`src/rtl/core_pkg.sv`:
```
`default_nettype none
// ============================================================================
// Module   : core_pkg
// Purpose  : Shared branch condition codes, resolve FSM states and PC step.
// Revision : 1.0
// ============================================================================
package core_pkg;

    localparam logic [2:0]  CMP_EQ  = 3'b000;
    localparam logic [2:0]  CMP_NE  = 3'b001;
    localparam logic [2:0]  CMP_LT  = 3'b010;
    localparam logic [2:0]  CMP_LE  = 3'b011;
    localparam logic [2:0]  CMP_GT  = 3'b100;
    localparam logic [2:0]  CMP_GE  = 3'b101;

    localparam logic [31:0] PC_STEP = 32'd4;

    typedef enum logic [1:0] {
        ST_IDLE  = 2'd0,
        ST_EVAL  = 2'd1,
        ST_FLUSH = 2'd2
    } state_t;

    // Codes 110 and 111 have no comparator meaning.
    function automatic logic is_reserved(input logic [2:0] oper);
        return (oper[2:1] == 2'b11);
    endfunction

endpackage
`default_nettype wire

```
`src/rtl/branch_resolve_unit_flush_counter.sv`:
```
`default_nettype none
// ============================================================================
// Module   : flush_counter
// Purpose  : Loadable down-counter with zero flag; holds while hold is high.
// Revision : 1.0
// ============================================================================
module flush_counter #(
    parameter int WIDTH = 4
) (
    input  logic             clk,
    input  logic             rst_n,
    input  logic             hold,
    input  logic             load,
    input  logic [WIDTH-1:0] load_val,
    input  logic             dec,
    output logic [WIDTH-1:0] count,
    output logic             zero
);

    logic [WIDTH-1:0] r_count;

    always_ff @(posedge clk or negedge rst_n) begin
        if (!rst_n) begin
            r_count <= '0;
        end else if (!hold) begin
            if (load) begin
                r_count <= load_val;
            end else if (dec && (r_count != '0)) begin
                r_count <= r_count - 1'b1;
            end
        end
    end

    assign count = r_count;
    assign zero  = (r_count == '0);

endmodule
`default_nettype wire

```
`src/rtl/branch_resolve_unit.sv`:
```
`default_nettype none
// ============================================================================
// Module   : branch_resolve_unit
// Purpose  : Holds branch operands for the external comparator, resolves the
//            verdict, steers the fetch PC and drives redirect/flush.
// Revision : 1.0
// ============================================================================
module branch_resolve_unit
    import core_pkg::*;
#(
    parameter logic [31:0] RESET_PC     = 32'h0000_0000,
    parameter int          FLUSH_CYCLES = 2
) (
    input  logic        clk,
    input  logic        rst_n,
    input  logic        stall,
    input  logic        in_valid,
    output logic        in_ready,
    input  logic [31:0] in_pc,
    input  logic        in_is_branch,
    input  logic [2:0]  in_oper,
    input  logic [31:0] in_a,
    input  logic [31:0] in_b,
    input  logic [31:0] in_offset,
    output logic [31:0] cmp_a,
    output logic [31:0] cmp_b,
    output logic [2:0]  cmp_oper,
    input  logic        cmp_val,
    output logic [31:0] pc,
    output logic        redirect,
    output logic        flush,
    output logic        br_done,
    output logic        br_taken,
    output logic        err
);

    localparam logic [3:0] C_FLUSH_LOAD = 4'(FLUSH_CYCLES - 1);

    state_t      r_state;
    state_t      w_state_nxt;
    logic [31:0] r_ret;
    logic [31:0] r_tgt;
    logic        w_branch_hs;
    logic        w_taken;
    logic        w_reserved;
    logic        w_cnt_load;
    logic        w_cnt_dec;
    logic        w_cnt_zero;
    logic [3:0]  w_cnt;

    assign in_ready = (r_state == ST_IDLE) && !stall;

    flush_counter #(
        .WIDTH (4)
    ) u_flush_counter (
        .clk      (clk),
        .rst_n    (rst_n),
        .hold     (stall),
        .load     (w_cnt_load),
        .load_val (C_FLUSH_LOAD),
        .dec      (w_cnt_dec),
        .count    (w_cnt),
        .zero     (w_cnt_zero)
    );

    always_comb begin
        w_state_nxt = r_state;
        w_branch_hs = in_valid && in_ready && in_is_branch;
        w_reserved  = is_reserved(cmp_oper);
        w_taken     = 1'b0;
        w_cnt_load  = 1'b0;
        w_cnt_dec   = 1'b0;
        case (r_state)
            ST_IDLE: begin
                if (w_branch_hs) begin
                    w_state_nxt = ST_EVAL;
                end
            end
            ST_EVAL: begin
                w_taken = cmp_val && !w_reserved;
                if (w_taken) begin
                    w_cnt_load  = 1'b1;
                    w_state_nxt = (FLUSH_CYCLES > 1) ? ST_FLUSH : ST_IDLE;
                end else begin
                    w_state_nxt = ST_IDLE;
                end
            end
            ST_FLUSH: begin
                if (w_cnt_zero) begin
                    w_state_nxt = ST_IDLE;
                end else begin
                    w_cnt_dec = 1'b1;
                end
            end
            default: w_state_nxt = ST_IDLE;
        endcase
    end

    always_ff @(posedge clk or negedge rst_n) begin
        if (!rst_n) begin
            r_state <= ST_IDLE;
        end else if (!stall) begin
            r_state <= w_state_nxt;
        end
    end

    always_ff @(posedge clk or negedge rst_n) begin
        if (!rst_n) begin
            pc       <= RESET_PC;
            cmp_a    <= '0;
            cmp_b    <= '0;
            cmp_oper <= CMP_EQ;
            r_ret    <= '0;
            r_tgt    <= '0;
            redirect <= 1'b0;
            flush    <= 1'b0;
            br_done  <= 1'b0;
            br_taken <= 1'b0;
            err      <= 1'b0;
        end else if (stall) begin
            // Pulses are suppressed; the stalled EVAL re-resolves once released.
            redirect <= 1'b0;
            br_done  <= 1'b0;
            err      <= 1'b0;
        end else begin
            redirect <= 1'b0;
            br_done  <= 1'b0;
            br_taken <= 1'b0;
            err      <= 1'b0;
            case (r_state)
                ST_IDLE: begin
                    flush <= 1'b0;
                    if (w_branch_hs) begin
                        cmp_a    <= in_a;
                        cmp_b    <= in_b;
                        cmp_oper <= in_oper;
                        r_ret    <= in_pc + PC_STEP;
                        r_tgt    <= (in_pc + in_offset) & ~32'h3;
                    end else begin
                        pc <= pc + PC_STEP;
                    end
                end
                ST_EVAL: begin
                    br_done  <= 1'b1;
                    br_taken <= w_taken;
                    err      <= w_reserved;
                    if (w_taken) begin
                        pc       <= r_tgt;
                        redirect <= 1'b1;
                        flush    <= 1'b1;
                    end else begin
                        pc <= r_ret;
                    end
                end
                ST_FLUSH: begin
                    if (w_cnt_zero) begin
                        flush <= 1'b0;
                    end
                end
                default: flush <= 1'b0;
            endcase
        end
    end

endmodule
`default_nettype wire

```
`config.mk`:
```
export PLATFORM = sky130hd
export DESIGN_NAME = branch_resolve_unit
export DESIGN_NICKNAME = d
export VERILOG_FILES = /design/src/rtl/core_pkg.sv /design/src/rtl/branch_resolve_unit_flush_counter.sv /design/src/rtl/branch_resolve_unit.sv
export SDC_FILE = /design/constraint.sdc
export NUM_CORES = 1
export LEC_CHECK = 0
export CORE_ASPECT_RATIO = 1.25
export CORE_MARGIN = 5
export CORE_UTILIZATION = 54
export DETAILED_ROUTE_END_ITERATION = 8
export PLACE_DENSITY = 0.87
export SKIP_LAST_GASP = 1
export SYNTH_ARGS = -nofsm -noshare
export SYNTH_HDL_FRONTEND = slang
export SYNTH_HIERARCHICAL = 1
export SYNTH_SLANG_ARGS = --single-unit
```
`constraint.sdc`:
```
create_clock -name clk -period 5.1 [get_ports clk]
set_clock_uncertainty 0.1 [all_clocks]
set_input_delay 1.02 -clock clk [delete_from_list [all_inputs] [get_ports clk]]
set_output_delay 1.02 -clock clk [all_outputs]
set_load 0.01 [all_outputs]
```
---- Word-level counts from Yosys, hierarchy flattened ----
Index checks and enable logic that the tools add are counted.
storage, ports and cells
  register bits ........................... 172
  input port bits ......................... 137
  output and inout bits ................... 105
  logic and storage cells ................. 67
cells by class
  $add $sub $neg .......................... 4
  eq/ne operators ......................... 7
  mux-type cells .......................... 25
  bitwise gates (word level) .............. 1
  reductions and logical operators ........ 17
operator list
  operator                 number
  $add A32 B3 Y32 const B  2
  $mux W32                 2
  $pmux W32 S2             1
  $add A32 B32 Y32         1
  $mux W1                  15
  $reduce_and A3 Y1        4
  $mux W4                  2
  $mux W2                  3
  $ne A2 B2 Y1 const B     3
  $pmux W2 S3              1
  $logic_and A1 B1 Y1      5
  $eq A2 B2 Y1 const B     2
  $logic_not A4 Y1         1
  $reduce_bool A2 Y1       2
  $reduce_bool A4 Y1       1
  $sub A4 B1 Y4 const B    1
  $eq A2 B1 Y1 const B     1
  $logic_not A1 Y1         2
  $logic_not A2 Y1         1
  $ne A2 B1 Y1 const B     1
  $pmux W1 S2              1
  $reduce_and A2 Y1        1
  $not A1 Y1               1

---- Depth between registers and ports, before layout ----
Gate-level depths: netlist of run 1.
  word-level depth ........................ 7
  depth in mapped cells ................... 9
  mapped depth without buffers ............ 8

---- By module ----
Netlist of run 1, hierarchy kept.
by module, submodules not included
  module               instances  cells each  area an instance (µm²)  seq. area each (µm²)
  branch_resolve_unit  1          1181        9414.0                  4204.0
  flush_counter        1          30          281.5                   100.1

---- Least setup slack after synthesis of run 1 ----
OpenSTA, ideal clock, no wires.
  path type ............................... input to register
  from .................................... input port in_pc[2]
  to ...................................... register r_tgt[29]
  library setup time ...................... 0.133 ns
  arrival time ............................ 2.895 ns
  required time ........................... 4.867 ns
  path slack .............................. 1.972 ns
  cell stages on the path ................. 8
  path buffers ............................ 0
  cells stage by stage .................... ha_1 -> a21oi_1 -> a21oi_1 -> o41ai_2 -> a2111oi_0 -> o41ai_1 -> xor2_1 -> o21ai_0
on the way
  longest elaborated chain between the ends .. 1
ends and longest elaborated chain
  what                  line                        text
  start, declared       branch_resolve_unit.sv:19   input logic [31:0] in_pc,
  $add A32 B32 Y32      branch_resolve_unit.sv:138  r_tgt <= (in_pc + in_offset) & ~32'h3;
  end signal, assigned  branch_resolve_unit.sv:138
  end, declared         branch_resolve_unit.sv:42   logic [31:0] r_tgt;
No other way between the ends.
A chain may end at the register's enable or synchronous reset.

---- Worst setup path after layout of run 1 ----
Same ends and word-level chain as after synthesis.

==> metrics.md, run 1 <==
| Metric | Value |
|---|---|
| Post-route ant nets | `0` |
| Tcrit/Tclk final | `around 72%` |
| Layout area overhead | `33.1%` |
| Sw Pwr | `approximately 2.1 mW` |
| Input/output buffers | `roughly 240` |
| Avg Cell Area, Syn | `between 8 and 9 µm²` |
| Hold Path Class | `register to register` |
| Number of max-slew violations in the final report | `0` |
| CTS Buffer Depth | `2` |
| Number of synthesized flops with an enable pin | `0` |
| Yosys cell types | `60` |
| Worst slack, placed | `between 1000 and 1500 ps` |
| CTS Root Cell | `clkbuf_16` |
| Clk_lat worst skew | `roughly 430 ps` |
| Pin count of the biggest net entering global routing | `116` |
| Nets | `1589` |
| Worst EP required | `5270 ps` |
| Crit path launch type | `primary input` |
| Critical path peak fanout | `5` |
| GRT Total Usage | `27.2%` |
| I/O pin count | `roughly 240` |
| Final setup viols | `0` |
| Register area share after synthesis | `between 40% and 50%` |
| MaxCap Viol Count | `0` |
| Starting Density | `about 55%` |
| Rel. slew slack | `around 17%` |
| Worst Path Class, Setup | `primary input to register` |
| Fmax | `0.273 GHz` |
| Proportion of layout cells with a drive suffix above 1 | `around 4%` |
| Commonest non-fill, non-tap cell in the layout | `nand2_1` |
| Global-route wire length before repair | `around 46000 µm` |
| Worst slew pin tran | `1240 ps` |
| Synth Flop Type | `dfrtp_1` |
| Total setup buffers inserted after CTS | `0` |
| CTS tree | `built` |
| DRC | `0` |
| Total wire length | `between 20000 and 30000 µm` |
| GPL Wtd Cong | `0.909` |
| Post-Route Utilization | `roughly three quarters` |
| Cts hold-fix bufs | `0` |
| Htree depth | `4` |
| Clock slew seen by the registers of the worst setup and hold paths | `approximately 60 ps` |
| Hold_ws | `~370 ps` |
| Core Area | `17600 µm²` |
| Synth warn | `6` |
| Worst setup margin | `1440 ps` |
| LEAKAGE | `approximately 5.7 nW` |
| Max IR drop VDD | `323 µV` |
| Drt first pass iters | `6` |
| Register share of total power | `approximately two fifths` |
| FFs w/ async S/R, synth | `100%` |
| Logic pwr share | `roughly two fifths` |
| Die Span Y | `roughly 160 µm` |
| Net Sw Frac | `35.2%` |
| Setup TNS | `0 ps` |
| RSZ-0062 raised after global routing | `false` |
| Clock sinks | `between 150 and 200` |
| Most frequent cells in the layout | `nand2_1, clkdlybuf4s50_1, dfrtp_1` |
| Clock network fraction of design power | `approximately 22%` |
| Resize count post-CTS | `0` |
| Vias in the first global route | `9324` |
| Post-Synthesis Cells | `roughly 1200` |
| Via density | `5.72` |
| WL per Instance | `about 17 µm` |
| Crit. End Element | `register` |
| Initial detailed-routing violation count | `828` |
| Tmin final | `around 3700 ps` |
| DP Wirelength | `between 20000 and 25000 µm` |
| #FFs+latches synth | `approximately 170` |
| Hold Fails Final Rpt | `0` |
| Post-Syn Area | `9700 µm²` |
| Routed vias | `9477` |
| Pwr/cell area | `472 nW/µm²` |
| Overflow after GRT | `0` |
| CTS Buf Count | `17` |
| Int Pwr | `between 3 and 4 mW` |
| Power, Total | `~6.1 mW` |
| Status | `completed` |
| DIE AREA | `around 21000 µm²` |
| Initial antenna violation count | `2` |
| Die X | `around 130 µm` |
| Row cnt | `54` |
| WP data arrival | `between 3000 and 4000 ps` |
[sequential cells by signal (all words and copies together), names as in the netlist]
| signal | cells |
|---|---|
| br_done | 1 |
| br_taken | 1 |
| cmp_a | 32 |
| cmp_b | 32 |
| cmp_oper | 3 |
| err | 1 |
| flush | 1 |
| pc | 32 |
| r_ret | 32 |
| r_state | 2 |
| r_tgt | 30 |
| redirect | 1 |
| u_flush_counter/count | 4 |
[power by group through the flow]
stage	Sequential (mW)	Combinational [mW]	Clock, mW
floorplan	2.49	1.00	0
global placement	2.38	2.25	0
detailed placement	2.41	2.32	0
CTS	2.39	2.34	1.38
global route	2.49	2.57	1.45
finish	2.40	2.32	1.37
[metal layers]
| metal | track usage [%] | routed length (µm) | vias up |
|---|---|---|---|
| met1 | 34.3 | 10900 | 4460 |
| met4 | 9.55 | 883 | 0 |
| li1 | - | - | 4563 |
| met2 | 45.1 | 13900 | 388 |
| met5 | 0 | 0 | - |
| met3 | 7.08 | 2350 | 66 |
[worst max-delay path, cell delays in order]
cell and delay, ps:
clkdlybuf4s50_1 490, ha_1 380, a21oi_1 250, a21oi_1 130, o41ai_2 570, a2111oi_0 280
o41ai_1 450, xor2_1 170, o21ai_0 80
[synthesized netlist by cell type, drive strengths merged, types with 3 or more instances]
cell type,instances,share of area [%]
o22a,8,0.72
xnor2,24,2.2
and3,17,1.1
a22oi,3,0.23
mux2i,4,0.41
a211oi,5,0.39
o211ai,5,0.39
xor2,26,2.3
a21o,12,0.93
clkbuf,62,2.4
nor2,64,2.5
dfrtp,172,44
or2,4,0.26
or3,8,0.52
o21a,3,0.23
and2,5,0.32
a31oi,8,0.52
o31ai,7,0.54
inv,20,0.77
a21oi,100,5.2
o41ai,3,0.35
nand2b,6,0.39
ha,33,4.3
o21bai,5,0.39
nor2b,3,0.19
o211a,3,0.31
nand4,20,1.4
nor3,22,1.2
nor4,3,0.26
nand2,381,15
o21ai,84,4.3
nand3,60,3.1
[path summary, 6_finish.rpt]
| kind | startpoint | end | slack, ps | cells after the start |
|---|---|---|---|---|
| hold reg to reg | cmp_b[12] | cmp_b[12] | 370 | 2 |
| setup reg to reg | pc[2] | pc[30] | 2470 | 8 |
| setup / recovery | in_pc[2] | r_tgt[29] | 1440 | 9 |
| hold / removal | cmp_b[12] | cmp_b[12] | 370 | 2 |
| min in group asynchronous | rst_n | cmp_b[0] | 640 | 1 |
| max in group asynchronous | rst_n | cmp_a[22] | 3330 | 2 |
[final cells by class]
type	instances	area, µm²
Tap cell	224	280
Clock inverter	12	160
Sequential cell	172	4300
Inverter	20	75.1
Multi-Input combinational cell	957	5100
Antenna cell	2	5.00
Fill cell	1292	4660
Timing Repair Buffer	251	2530
Clock buffer	19	453
[cell families (layout without fill, tap and decap cells)]
group                    count (synthesis)  count (layout)  share of synthesized area, %
AO/OA/AOI/OAI                          263             263                          16.1
XOR/XNOR                                50              50                          4.52
adder cells (fa/ha/maj)                 33              33                          4.26
buffers and inverters                   84             302                          3.30
flip-flops                             172             172                          44.4
multiplexers                             4               4                         0.413
other                                    2               6                        0.0775
AND/OR/NAND/NOR                        603             603                          27.0
[stage by stage]
stage | area [µm²] | std cells
3_3_place_gp | 12300 | 1624
3_5_place_dp | 12300 | 1624
5_1_grt | 12900 | 1657
6_report | 12900 | 1657
4_1_cts | 12900 | 1655
2_1_floorplan | 9700 | 1213
Note: power is estimated with default switching activity, not from simulation.
==> inputs of run 2 (changes only) <==
--- a/config.mk
+++ b/config.mk
@@ -7,9 +7,9 @@
 export LEC_CHECK = 0
 export CORE_ASPECT_RATIO = 1.25
 export CORE_MARGIN = 5
-export CORE_UTILIZATION = 54
+export CORE_UTILIZATION = 50
 export DETAILED_ROUTE_END_ITERATION = 8
-export PLACE_DENSITY = 0.87
+export PLACE_DENSITY = 0.81
 export SKIP_LAST_GASP = 1
 export SYNTH_ARGS = -nofsm -noshare
 export SYNTH_HDL_FRONTEND = slang
==> constraint.sdc (replaced) <==
create_clock -name clk -period 3.5 [get_ports clk]
set_clock_uncertainty 0.1 [all_clocks]
set_input_delay 0.7 -clock clk [delete_from_list [all_inputs] [get_ports clk]]
set_output_delay 0.7 -clock clk [all_outputs]
set_load 0.01 [all_outputs]
==> metrics.md, run 2 (synthesis gave the netlist of run 1 again) <==
| Metric | Value |
|---|---|
| Status | `completed` |
| Critical path peak fanout | `4` |
| FF-to-FF setup slack | `~850 ps` |
| Die Span Y | `about 170 µm` |
| Rel. slew slack | `between 40% and 50%` |
| Input/output buffers | `around 240` |
| Nets | `approximately 1600` |
| Crit. End Element | `register` |
| WP data arrival | `between 3000 and 4000 ps` |
| Critical path cell sequence | `clkdlybuf4s50_1 -> ha_1 -> a21oi_1 -> a21oi_1 -> o41ai_2 -> buf_4 -> nand4_1 -> nand3_1 -> o211ai_1 -> a221o_1` |
| Cts hold-fix bufs | `0` |
| Hold Fails Final Rpt | `0` |
| Tcrit/Tclk final | `87.7%` |
| Total wire length | `about 28000 µm` |
| Post-route ant nets | `0` |
| GPL Wtd Cong | `0.913` |
| DIE AREA | `22300 µm²` |
| Final setup viols | `0` |
| DRC | `0` |
| Die X | `~130 µm` |
| CTS Root Cell | `clkbuf_16` |
| WL per Instance | `around 17 µm` |
| Total setup buffers inserted after CTS | `0` |
| Pin count of the biggest net entering global routing | `65` |
| Initial antenna violation count | `3` |
| Worst Path Class, Setup | `primary input to register` |
| GRT Total Usage | `between 20% and 30%` |
| CTS Buf Count | `17` |
| Layout area overhead | `34.9%` |
| Crit path launch type | `primary input` |
| Htree depth | `4` |
| Post-Route Utilization | `67.9%` |
| Number of max-slew violations in the final report | `0` |
| CTS tree | `built` |
| Max IR drop VDD | `between 400 and 500 µV` |
| Worst slew pin tran | `about 770 ps` |
| Via density | `5.54` |
| Crit path buffers/inverters | `2` |
| Core Area | `a little under 20000 µm²` |
| Reg2Reg Depth | `8` |
| Routed vias | `9353` |
| I/O pin count | `242` |
| Worst slack, placed | `roughly 15 ps` |
| Critical Path Slowest Stage Cell | `o41ai_2` |
| DP Wirelength | `21300 µm` |
| MaxCap Viol Count | `0` |
| Proportion of layout cells with a drive suffix above 1 | `roughly 5.2%` |
| Worst setup margin | `431 ps` |
| Reg2reg start | `pc[2]` |
| Clk_lat worst skew | `around 430 ps` |
| Global-route wire length before repair | `approximately 47000 µm` |
| RSZ-0062 raised after global routing | `false` |
| Most frequent cells in the layout | `nand2_1, clkdlybuf4s50_1, dfrtp_1` |
| Resize count post-CTS | `0` |
| CTS Buffer Depth | `2` |
| Reg-to-Reg End | `pc[30]` |
| Clock sinks | `approximately 170` |
| Drt first pass iters | `5` |
| Critical path's top delay family | `compound AO/OA/AOI/OAI gates` |
| Starting Density | `between 50 and 60%` |
| Hold Path Class | `primary input to async pin` |
| Vias in the first global route | `about 9300` |
| Tmin final | `around 3100 ps` |
| Row cnt | `between 50 and 60` |
| Overflow after GRT | `0` |
| Worst EP required | `roughly 3700 ps` |
| CP most frequent cell | `a21oi_1` |
| Commonest non-fill, non-tap cell in the layout | `nand2_1` |
| LEAKAGE | `5.83 nW` |
| Hold_ws | `168 ps` |
| Clock slew seen by the registers of the worst setup and hold paths | `roughly 70 ps` |
| Pwr/cell area | `679 nW/µm²` |
| Setup TNS | `0 ps` |
| Fmax | `~0.33 GHz` |
| Initial detailed-routing violation count | `~650` |
| CP max stage delay | `440 ps` |
run 2: worst register-to-register path: stages, from the launching register on:
cell and delay [ps]:
dfrtp_1 450, ha_1 240, nand4_1 200, or2_2 430, nor4_2 670, nand3_1 160, a21oi_1 180, nor2_1 50
a21oi_1 100
run 2: per-stage QoR:
step	cell area [µm²]	power, mW	cells
final	13100	8.88	1687
after CTS	13100	8.92	1685
after global routing	13100	9.49	1687
after global placement	12500	6.79	1654
after detailed placement	12500	6.91	1654
after floorplan	9700	5.09	1213
run 2: worst max-delay path by stage:
stage               startpoint        end  slack (ps)  depth (start not counted)
finish                in_pc[2]  r_tgt[31]         430                         10
global route          in_pc[2]  r_tgt[31]         280                         10
CTS                   in_pc[2]  r_tgt[31]         460                         10
detailed placement    in_pc[2]  r_tgt[31]          10                         10
global placement      in_pc[2]  r_tgt[29]          50                          9
floorplan             in_pc[2]  r_tgt[29]         690                          8
run 2: layout make-up:
class	count	area (µm²)
multi-input cells	957	5100
diodes	2	5.00
repair buffers	269	2690
flip-flops and latches	172	4300
clock inverters	14	189
inverters	20	75.1
clock buffers	17	425
fillers	1540	6180
well taps	236	295
run 2: where the power goes:
| part | internal, mW | leakage [nW] | switching, mW | total, mW |
|---|---|---|---|---|
| clock network | 1.14 | 0.284 | 0.849 | 1.98 |
| registers | 2.87 | 2.12 | 0.633 | 3.50 |
| logic | 1.73 | 3.43 | 1.66 | 3.39 |
| total | 5.74 | 5.83 | 3.14 | 8.88 |
run 2: per-layer routing:
| metal | share of wire, % | wire [µm] | GRT usage, % |
|---|---|---|---|
| met1 | 41 | 11500 | 32.2 |
| met3 | 6.1 | 1720 | 6.01 |
| met5 | 0 | 0 | 0 |
| met4 | 3.6 | 1020 | 9.88 |
| met2 | 49 | 13900 | 42.5 |
==> inputs of run 3 (changes only) <==
--- a/config.mk
+++ b/config.mk
@@ -7,9 +7,8 @@
 export LEC_CHECK = 0
 export CORE_ASPECT_RATIO = 1.25
 export CORE_MARGIN = 5
-export CORE_UTILIZATION = 50
+export CORE_UTILIZATION = 32
 export DETAILED_ROUTE_END_ITERATION = 8
-export PLACE_DENSITY = 0.81
 export SKIP_LAST_GASP = 1
 export SYNTH_ARGS = -nofsm -noshare
 export SYNTH_HDL_FRONTEND = slang
==> metrics.md, run 3 (synthesis gave the netlist of run 1 again) <==
| Metric | Value |
|---|---|
| Critical path peak fanout | `4` |
| Pin count of the biggest net entering global routing | `89` |
| Global-route wire length before repair | `between 40000 and 50000 µm` |
| Status | `completed` |
| Resize count post-CTS | `0` |
| CP most frequent cell | `buf_4` |
| Max IR drop VDD | `about 350 µV` |
| CTS Buf Count | `17` |
| Proportion of layout cells with a drive suffix above 1 | `under 10%` |
| Critical path cell sequence | `clkdlybuf4s50_1 -> ha_1 -> nand4_1 -> a21oi_1 -> o41ai_2 -> buf_4 -> a2111oi_0 -> o41ai_1 -> buf_4 -> xor2_1 -> o21ai_0` |
| Clock slew seen by the registers of the worst setup and hold paths | `approximately 70 ps` |
| Nets | `around 1600` |
| Most frequent cells in the layout | `nand2_1, clkdlybuf4s50_1, dfrtp_1` |
| Vias in the first global route | `9242` |
| Clk_lat worst skew | `roughly 430 ps` |
| Htree depth | `4` |
| Logic pwr share | `between 30% and 40%` |
| WP data arrival | `about 3400 ps` |
| Sw Pwr | `around 3.2 mW` |
| Final setup viols | `0` |
| Drt first pass iters | `6` |
| I/O pin count | `242` |
| Cts hold-fix bufs | `0` |
| Hold Fails Final Rpt | `0` |
| Crit path buffers/inverters | `3` |
| Tmin final | `3120 ps` |
| Commonest non-fill, non-tap cell in the layout | `nand2_1` |
| Row cnt | `71` |
| Critical Path Slowest Stage Cell | `a2111oi_0` |
| WL per Instance | `approximately 16 µm` |
| Via density | `4.90` |
| MaxCap Viol Count | `0` |
| Core Area | `~30000 µm²` |
| CP max stage delay | `roughly 630 ps` |
| Hold Path Class | `primary input to async pin` |
| Crit. End Element | `register` |
| Count of non-filler cells in the finished layout | `about 1900` |
| Starting Density | `around a third` |
| Post-route ant nets | `0` |
| GRT Total Usage | `17.8%` |
| Overflow after GRT | `0` |
| GPL Wtd Cong | `between 0.8 and 0.9` |
| Total setup buffers inserted after CTS | `0` |
| Setup TNS | `0 ps` |
| Power, Total | `around 9 mW` |
| Register share of total power | `between 30% and 40%` |
| Post-Route Utilization | `between 40% and 50%` |
| Rel. slew slack | `between 40% and 50%` |
| DP Wirelength | `23500 µm` |
| Layout area overhead | `39.8%` |
| Initial detailed-routing violation count | `between 500 and 600` |
| Worst EP required | `approximately 3700 ps` |
| RSZ-0062 raised after global routing | `false` |
| CTS Root Cell | `clkbuf_16` |
| Crit path launch type | `primary input` |
| Cell area after layout | `between 10000 and 15000 µm²` |
| Net Sw Frac | `approximately a third` |
| Clock network fraction of design power | `around 23%` |
| Input/output buffers | `241` |
| Clock sinks | `172` |
| CTS tree | `built` |
| Number of max-slew violations in the final report | `0` |
| Initial antenna violation count | `4` |
| Int Pwr | `between 5 and 6 mW` |
| Pwr/cell area | `between 600 and 700 nW/µm²` |
| Die X | `around 170 µm` |
| Worst slew pin tran | `slightly below 800 ps` |
| Die Span Y | `~200 µm` |
| CTS Buffer Depth | `2` |
| Critical path's top delay family | `compound AO/OA/AOI/OAI gates` |
| DIE AREA | `roughly 34000 µm²` |
| Tcrit/Tclk final | `just under 90%` |
| DRC | `0` |
| Fmax | `0.320 GHz` |
| Placed Area | `12900 µm²` |
| Total wire length | `just over 30000 µm` |
| Worst Path Class, Setup | `primary input to register` |
| LEAKAGE | `approximately 6.0 nW` |
| Routed vias | `9254` |
| Placed Instances | `between 1500 and 2000` |
[run 3: layer usage]
metal	part of all wire, %	vias up	GRT usage [%]	wire [µm]
met1	43	4319	22.4	13300
met3	5.8	36	4.44	1790
li1	-	4656	-	-
met5	0.023	-	0	7
met2	49	241	30.1	14900
met4	2.2	2	6.19	681
[run 3: layout make-up]
cell class	instances	area, µm²
fill	3052	16500
timing repair buffer	303	2940
inverter	20	75.1
clock buffer	20	457
multi-input combinational	957	5100
tap	401	502
sequential	172	4300
antenna	4	10.0
clock inverter	12	160
[run 3: power groups by stage]
stage / sequential [mW] / clock (mW) / combinational, mW
floorplan: 3.63 / 0 / 1.46
CTS: 3.50 / 2.07 / 3.50
global route: 3.64 / 2.16 / 3.84
finish: 3.50 / 2.02 / 3.45
global placement: 3.50 / 0 / 3.43
detailed placement: 3.53 / 0 / 3.49
[run 3: path summary, 6_finish.rpt]
path / from / endpoint / slack [ps] / depth (start not counted)
setup / recovery: in_pc[2] / r_tgt[29] / 380 / 11
hold / removal: rst_n / cmp_oper[0] / 200 / 1
setup reg to reg: pc[2] / pc[30] / 800 / 8
hold reg to reg: r_tgt[5] / r_tgt[5] / 370 / 2
max in group asynchronous: rst_n / r_tgt[21] / 2350 / 2
min in group clk: r_tgt[5] / r_tgt[5] / 370 / 2
[run 3: stage by stage]
step / hold WS, ps / setup slack, ps
after floorplan: 304 / 692
after global placement: 353 / -109
after detailed placement: 356 / -41.8
after CTS: 226 / 404
after global routing: 248 / 227
final: 202 / 378
